<file path="src/rtl/piano_frame_scanner.sv">
// Renders the 77x60 piano keyboard image into the framebuffer by walking every
// pixel, answering key queries from a frozen key snapshot, and writing each colour.
//
// Ports:
//   clk, rst         clock, asynchronous active-high reset
//   keys_down        live pressed-key mask (bit i = key i)
//   start            level-sampled redraw request
//   gfx_x, gfx_y     current pixel coordinate driven to the pixel generator
//   key_requested    key index queried by the pixel generator
//   is_key_playing   snapshot bit for key_requested (0 when out of range)
//   gfx_color        pixel colour returned by the pixel generator
//   fb_we/fb_addr/fb_data, fb_ready   valid/ready framebuffer write port
//   busy             high from SCAN entry through the DONE cycle
//   frame_done       one-cycle pulse after the last pixel is accepted
module piano_frame_scanner #(
    parameter int WIDTH    = 77,
    parameter int HEIGHT   = 60,
    parameter int NUM_KEYS = 12,
    parameter int ADDR_W   = 13
) (
    input  logic              clk,
    input  logic              rst,
    input  logic [11:0]       keys_down,
    input  logic              start,
    output logic [6:0]        gfx_x,
    output logic [5:0]        gfx_y,
    input  logic [4:0]        key_requested,
    output logic              is_key_playing,
    input  logic [2:0]        gfx_color,
    output logic              fb_we,
    output logic [ADDR_W-1:0] fb_addr,
    output logic [2:0]        fb_data,
    input  logic              fb_ready,
    output logic              busy,
    output logic              frame_done
);

    typedef enum logic [1:0] {
        IDLE  = 2'd0,
        SCAN  = 2'd1,
        WRITE = 2'd2,
        DONE  = 2'd3
    } state_t;

    state_t state;
    state_t state_nx;

    logic [NUM_KEYS-1:0] snapshot;
    logic                pending;
    logic [ADDR_W-1:0]   addr;
    logic [NUM_KEYS-1:0] key_shift;

    logic trigger;
    logic x_last;
    logic y_last;
    logic accept;

    assign trigger = pending | start | (keys_down != snapshot);
    assign x_last  = (gfx_x == 7'(WIDTH - 1));
    assign y_last  = (gfx_y == 6'(HEIGHT - 1));
    assign accept  = fb_we & fb_ready;

    // Shift instead of a variable index so an out-of-range key never
    // selects past the top of the mask.
    assign key_shift = snapshot >> key_requested;

    // State register
    always_ff @(posedge clk or posedge rst) begin
        if (rst) begin
            state <= IDLE;
        end else begin
            state <= state_nx;
        end
    end

    // Next-state logic
    always_comb begin
        state_nx = state;
        unique case (state)
            IDLE: begin
                if (trigger) begin
                    state_nx = SCAN;
                end
            end
            SCAN: begin
                state_nx = WRITE;
            end
            WRITE: begin
                if (accept) begin
                    state_nx = (x_last && y_last) ? DONE : SCAN;
                end
            end
            DONE: begin
                state_nx = IDLE;
            end
            default: begin
                state_nx = IDLE;
            end
        endcase
    end

    // Outputs decoded from state
    always_comb begin
        busy           = (state != IDLE);
        frame_done     = (state == DONE);
        is_key_playing = 1'b0;
        if (key_requested < 5'(NUM_KEYS)) begin
            is_key_playing = key_shift[0];
        end
    end

    // Datapath: coordinates, address counter, snapshot and write port
    always_ff @(posedge clk or posedge rst) begin
        if (rst) begin
            gfx_x    <= '0;
            gfx_y    <= '0;
            addr     <= '0;
            fb_we    <= 1'b0;
            fb_addr  <= '0;
            fb_data  <= '0;
            snapshot <= '0;
            pending  <= 1'b1;
        end else begin
            unique case (state)
                IDLE: begin
                    if (trigger) begin
                        snapshot <= keys_down;
                        pending  <= 1'b0;
                        gfx_x    <= '0;
                        gfx_y    <= '0;
                        addr     <= '0;
                    end
                end
                SCAN: begin
                    if (start) begin
                        pending <= 1'b1;
                    end
                    fb_data <= gfx_color;
                    fb_addr <= addr;
                    fb_we   <= 1'b1;
                end
                WRITE: begin
                    if (start) begin
                        pending <= 1'b1;
                    end
                    if (accept) begin
                        fb_we <= 1'b0;
                        addr  <= addr + ADDR_W'(1);
                        if (!(x_last && y_last)) begin
                            if (x_last) begin
                                gfx_x <= '0;
                                gfx_y <= gfx_y + 6'd1;
                            end else begin
                                gfx_x <= gfx_x + 7'd1;
                            end
                        end
                    end
                end
                DONE: begin
                    if (start) begin
                        pending <= 1'b1;
                    end
                end
                default: begin
                    pending <= 1'b1;
                end
            endcase
        end
    end

endmodule

</file>
<file path="config.mk">
export PLATFORM = sky130hd
export DESIGN_NAME = piano_frame_scanner
export DESIGN_NICKNAME = d
export VERILOG_FILES = /design/src/rtl/piano_frame_scanner.sv
export SDC_FILE = /design/constraint.sdc
export NUM_CORES = 1
export LEC_CHECK = 0
export ABC_AREA = 1
export ABC_CLOCK_PERIOD_IN_PS = 2100
export BUFFER_PORTS_ARGS = -buffer_cell sky130_fd_sc_hd__clkbuf_2
export CAP_MARGIN = 40
export CORE_ASPECT_RATIO = 0.5
export CORE_MARGIN = 3
export CORE_UTILIZATION = 55
export DETAILED_ROUTE_END_ITERATION = 7
export HOLD_SLACK_MARGIN = 0.1
export PLACE_DENSITY = 0.79
export SETUP_SLACK_MARGIN = 0.02
export SYNTH_ARGS = -nofsm -noshare
export SYNTH_HDL_FRONTEND = slang
export SYNTH_SLANG_ARGS = --single-unit
</file>
<file path="constraint.sdc">
create_clock -name clk -period 2.1 [get_ports clk]
set_clock_uncertainty 0.1 [all_clocks]
set_input_delay 0.21 -clock clk [delete_from_list [all_inputs] [get_ports clk]]
set_output_delay 0.21 -clock clk [all_outputs]
set_load 0.02 [all_outputs]
</file>
Word-level counts from Yosys, hierarchy flattened
Index checks and enable logic that the tools add are counted.
{ "op_classes": {"n_eq_ne": 11, "reduce_logical": 13, "bitwise_logic": 3, "muxes": 23, "shifts": 1, "add_sub_neg": 3, "n_lt_le_gt_ge": 1} }
{ "op_table": {"columns": ["cell", "count"], "rows": [
  ["$mux 7", 4],
  ["$mux 13", 2],
  ["$pmux 13 s2", 1],
  ["$mux 6", 4],
  ["$pmux 7 s2", 1],
  ["$add 13x1->13 const B", 1],
  ["$ne 12x12->1", 1],
  ["$pmux 6 s2", 1],
  ["$shr 12x5->1", 1],
  ["$ne 2x2->1 const B", 4],
  ["$pmux 2 s4", 1],
  ["$reduce_and 2->1", 4],
  ["$add 7x1->7 const B", 1],
  ["$eq 7x7->1 const B", 1],
  ["$add 6x1->6 const B", 1],
  ["$eq 6x6->1 const B", 1],
  ["$mux 2", 3],
  ["$reduce_bool 2->1", 3],
  ["$lt 5x4->1 const B", 1],
  ["$reduce_and 5->1", 1],
  ["$eq 2x2->1 const B", 2],
  ["$mux 1", 4],
  ["$pmux 1 s2", 2],
  ["$reduce_and 4->1", 1],
  ["8 further kinds", 9]
]} }
{ "word_totals": {"regBits": 58, "wordCells": 64} }

Longest topological paths before layout
{ "depth": {"depth_word": 5, "depth_mapped": 11, "ltp_nobuf": 10} }

Least setup slack after synthesis
Ideal clock, no wire load.
{ "synth_timing": {"path_kind": "register -> register", "startpoint": "reg gfx_y[0]", "endpoint": "reg gfx_y[2]", "n_path_buf": 0, "required_time_ns": 1.882, "path_stages_with_launch": 10, "slack_ns": 0.446, "setup_ns": 0.118, "synth_period_minus_slack_ns": 1.654, "arrival_time_ns": 1.436, "path_cell_list": "dfrtp_1 > ha_1 > nand2_1 > nor2_1 > nand3_1 > o21ai_2 > nor2_2 > nand2_2 > nand2_1 > nand2_1"} }
{ "synth_between": {"elab_chain_cells": 5, "word_cells_on_any_way": 9} }
{ "synth_rtl": {"columns": ["item", "line", "rtl"], "rows": [
  ["start, declared", "26", "output logic [5:0] gfx_y,"],
  ["start signal, assigned", "152", "gfx_y <= gfx_y + 6'd1;"],
  ["$add 6x1->6", "152", null],
  ["$mux 6", "150", "if (x_last) begin"],
  ["$mux 6", "149", "if (!(x_last && y_last)) begin"],
  ["$mux 6", "146", "if (accept) begin"],
  ["$pmux 6 s2", "124", "unique case (state)"]
]} }
Several ways; a longest one is shown, not always the timed one. The select of a mux whose other input is x is not followed.
A chain may end at the register's enable or synchronous reset.

Worst setup path after layout
{ "layout_timing": {"startpoint": "in keys_down[5]", "endpoint": "reg snapshot[0]"} }
{ "layout_between": {"elab_chain_cells": 3} }
{ "layout_rtl": {"columns": ["item", "line", "rtl"], "rows": [
  ["start, declared", "23", "input logic [11:0] keys_down,"],
  ["$ne 12x12->1", "58", "assign trigger = pending | start | (keys_down != snapshot);"],
  ["$or 1x1->1", "58", null],
  ["$reduce_and 2->1 (no source line)", null, null],
  ["end signal, assigned", "127", "snapshot <= keys_down;"],
  ["end, declared", "48", "logic [NUM_KEYS-1:0] snapshot;"]
]} }
No other way between the ends.

==> results summary <==
The maximum number of pins on one net before global-route repair came out at 40. The clock latency of the later-clocked register in the worst-skew pair is 0.33 ns. STA classifies the critical path endpoint as a flip-flop. The residual overflow from global routing came out at 0. The number of synthesized flops with an enable pin came out at 0. In this run the standard cell core region covers 0.00559 mm^2. The total number of placement rows came out at 19. The tool flagged a number of max-cap violations equal to 0. When the netlist entered floorplanning its net count stood at 486. Walking the worst path, the cells encountered are dlygate4sd3_1 -> clkbuf_2 -> inv_1 -> nand2_1 -> nand2_1 -> nand3_1 -> nor2_2 -> nand2_1 -> nand2_4 -> buf_12 -> nand2_1 -> o21ai_0. The total iterations of the first detailed-routing run came out at 4. The worst min-delay path category is reg -> reg. The peak clock frequency supported by timing came out at 529 MHz. The share of post-route cells with drive strength above 1 came out at 16.9%. The number of antenna-violating nets in the routed design came out at 0. The synthesis warning total came out at 0. Yosys mapped the design onto 29 distinct sky130hd cell types. The top cell type by area accounts for 44.1% of the synthesized area. The delay of the slowest critical-path stage came out at 0.53 ns. The number of synthesized register bits came out at 58.

The worst hold path depth is 2. The effective utilization at floorplan is 57.9%. The netlist area before placement came out at 0.00324 mm^2. By instance count, the cell type seen most on the critical path is nand2_1.

In this run the clock root is driven by a clkbuf_16. The run finished with clean final reports. The worst path in the final design needs a cycle of 1.89 ns, including I/O delays and setup. The initial DRC count came out at 216. For this design, the slowest cell found on the critical path is dlygate4sd3_1. STA classifies the critical path startpoint as an input pin. The actual slew at the worst max-slew pin came out at 0.463 ns. After detailed routing, the number of remaining DRC violations is 0. The number of placed instances with taps included is 582.

Of all nets on the critical path, the largest fanout is 14. The portion of the clock cycle consumed by the worst path in the final layout is 90.0%. The number of failing setup endpoints in the final timing report came out at 0.

Measured in cells, the most critical reg-to-reg path has a length of 9. The final route contains 3135 vias. The non-filler instance count after layout came out at 617.

The origin of the critical flop-to-flop path is addr[0]$_DFFE_PP0P_. Hold timing on the final database bottoms out at a slack of 0.365 ns. In the post-synthesis netlist, the biggest area contributors are dfrtp_1, nand2_1, nand3_1.

The number of antenna diodes came out at 0. For this run, the leading register cell type out of synthesis is dfrtp_1. The number of antenna violations at the first check in global routing is 0. The average wire per standard cell came out at 12.8 um. The number of filler instances in the final layout is 446. The worst setup slack for register-to-register paths is 0.29 ns. The buffer levels on the longest clock path is 2.

The post-route core utilization came out at 73.3%. For this block, the routed nets add up to 7.89 mm of wire. The full die area is 0.00690 mm^2. The first global-routing pass estimated 13.4 mm of wire. The flip-flop and latch area came out at 0.00145 mm^2.

The via count of the first global-routing pass came out at 2935. The total negative slack for setup checks came out at 0 ns. The worst pin sits at a relative slew slack of 69.1%. The area growth from synthesis to layout is 26.6%. The synthesized design spends more area on one cell type than any other, namely dfrtp_1. Clock tree synthesis inserted a total of 9 buffers.

The placement-stage worst setup slack is 0.274 ns. In this run the critical register-to-register path is captured at addr[10]$_DFFE_PP0P_. The height of the die is 60.2 um. The highest ir drop seen on vdd came out at 0.686 mV. The CTS sink count is 58.

The data arrival time of the critical path came out at 2.03 ns. For hold timing, the worst endpoint is fb_addr[5]$_DFFE_PP0P_. The vias per cell is 5.08.

The routability congestion estimate came out at 0.859. The fraction of synthesis flops using an asynchronous set or reset pin came out at 100%. The leakage power came out at 0.00214 uW. The aggregate global-route resource usage is 25.2%. Broken down by cell family, the worst path's largest delay share belongs to simple AND/OR/NAND/NOR gates.

TritonCTS built the clock tree. The share of synthesized area occupied by flip-flops and latches is 44.9%. The net total in the final layout came out at 567. The width of the die is 114 um.

The clock-pin slew of the registers on the worst-case setup and hold paths came out at 0.05 ns. The H-tree depth is 3. The required time reported for the critical path endpoint came out at 2.24 ns. Across all setup checks in the final design, the least slack found is 0.209 ns. The number of port buffers came out at 56.

57 I/O pins were placed. By instance count, the leading cell after synthesis is nand2_1. The critical path contains buffers and inverters numbering 4 combined. The multi-input logic area is 0.00156 mm^2. By count the netlist is led by nand2_1, dfrtp_1, nor2_1. In this run the most critical hold path is launched from fb_addr[5]$_DFFE_PP0P_. The final hold violation count came to 0. The per-instance average area after synthesis came out at 7.06 um^2.

The critical path class is in -> reg. Setup repair after global routing left no endpoint under its margin. The number of instances in the synthesized netlist came out at 458.

The number of pins with negative max-slew slack in the final report is 0. The power per standard cell area came out at 1100 mW/mm^2. The HPWL after detailed placement is 5.19 mm.
==> what timing repair did <==
item / CTS / global route
resized for setup: 0 / 3
endpoints found under the hold margin: 37 / 0
setup endpoints to repair: 0 / 16
hold buffers: 18 / 0
setup buffers: 0 / 0
==> state kept, by name, summed over array words and instances, names as in the netlist, 2 cells and up <==
name,cells
addr,13
fb_addr,13
fb_data,3
gfx_x,7
gfx_y,6
snapshot,12
state,2
==> per-stage QoR <==
stage               instance area [um^2]  power [uW]
finish                              4100        4530
detailed placement                  3630        3150
floorplan                           3240        2650
CTS                                 4080        4530
global placement                    3630        3100
global route                        4100        4870
==> tightest hold or removal path, stage by stage, from the launching register on <==
cell and delay [ns]:
dfrtp_1 0.33, nand2_1 0.06, nand2_1 0.04
==> worst max-delay path by stage <==
stage	start	to	slack, ns	depth (start not counted)
3_3_place_gp	snapshot[9]$_DFFE_PP0P_	snapshot[10]$_DFFE_PP0P_	0.33	7
6_report	keys_down[5]	snapshot[0]$_DFFE_PP0P_	0.21	12
5_1_grt	start	snapshot[4]$_DFFE_PP0P_	0.04	12
3_5_place_dp	snapshot[6]$_DFFE_PP0P_	snapshot[0]$_DFFE_PP0P_	0.27	10
4_1_cts	keys_down[5]	snapshot[0]$_DFFE_PP0P_	0.15	12
2_1_floorplan	rst	addr[0]$_DFFE_PP0P_	0.36	1
==> cells by family after synthesis <==
kind of cell               after synthesis  share of synthesized area, %
buffers and inverters                   62                          7.62
DFF                                     58                          44.9
adders and majority gates                4                          1.55
xor gates and xnor gates                10                          2.71
AOI/OAI and AO/OA                       34                          5.96
and+or+nand+nor                        290                          37.3
==> final cells by class <==
type                            count  area share (%)
Clock buffer                       16            6.63
Tap cell                           73            2.23
Timing Repair Buffer               81            13.1
Multi-Input combinational cell    339            38.0
Sequential cell                    58            35.5
Inverter                           50            4.58
==> layout by cell type, fill, tap and decap left out, types with 4 or more instances in the layout <==
cell and n:
inv_1 46, clkbuf_16 9, buf_4 5, xor2_1 4, xnor2_1 6, nor2_1 51
dfrtp_1 57, dlygate4sd3_1 18, o21ai_0 23, nand3_1 40, nand2_1 179, ha_1 4
clkbuf_2 56, clkbuf_1 5, inv_2 4, nand4_1 6
==> layer usage <==
| layer | global-route usage (%) | share of wire [%] | vias to the layer above | wire [um] |
|---|---|---|---|---|
| met5 | 0 | 0 | - | 0 |
| met4 | 10.7 | 1.8 | 0 | 144 |
| met3 | 6.98 | 6.1 | 15 | 480 |
| met2 | 42.1 | 46 | 86 | 3650 |
| met1 | 31.3 | 46 | 1442 | 3620 |
| li1 | - | - | 1592 | - |
==> power by group <==
group | internal [uW] | switching, uW | total, uW
clock network | 862 | 468 | 1330
logic | 545 | 1060 | 1610
registers | 1360 | 227 | 1590
Power figures use the tool's default switching activity.
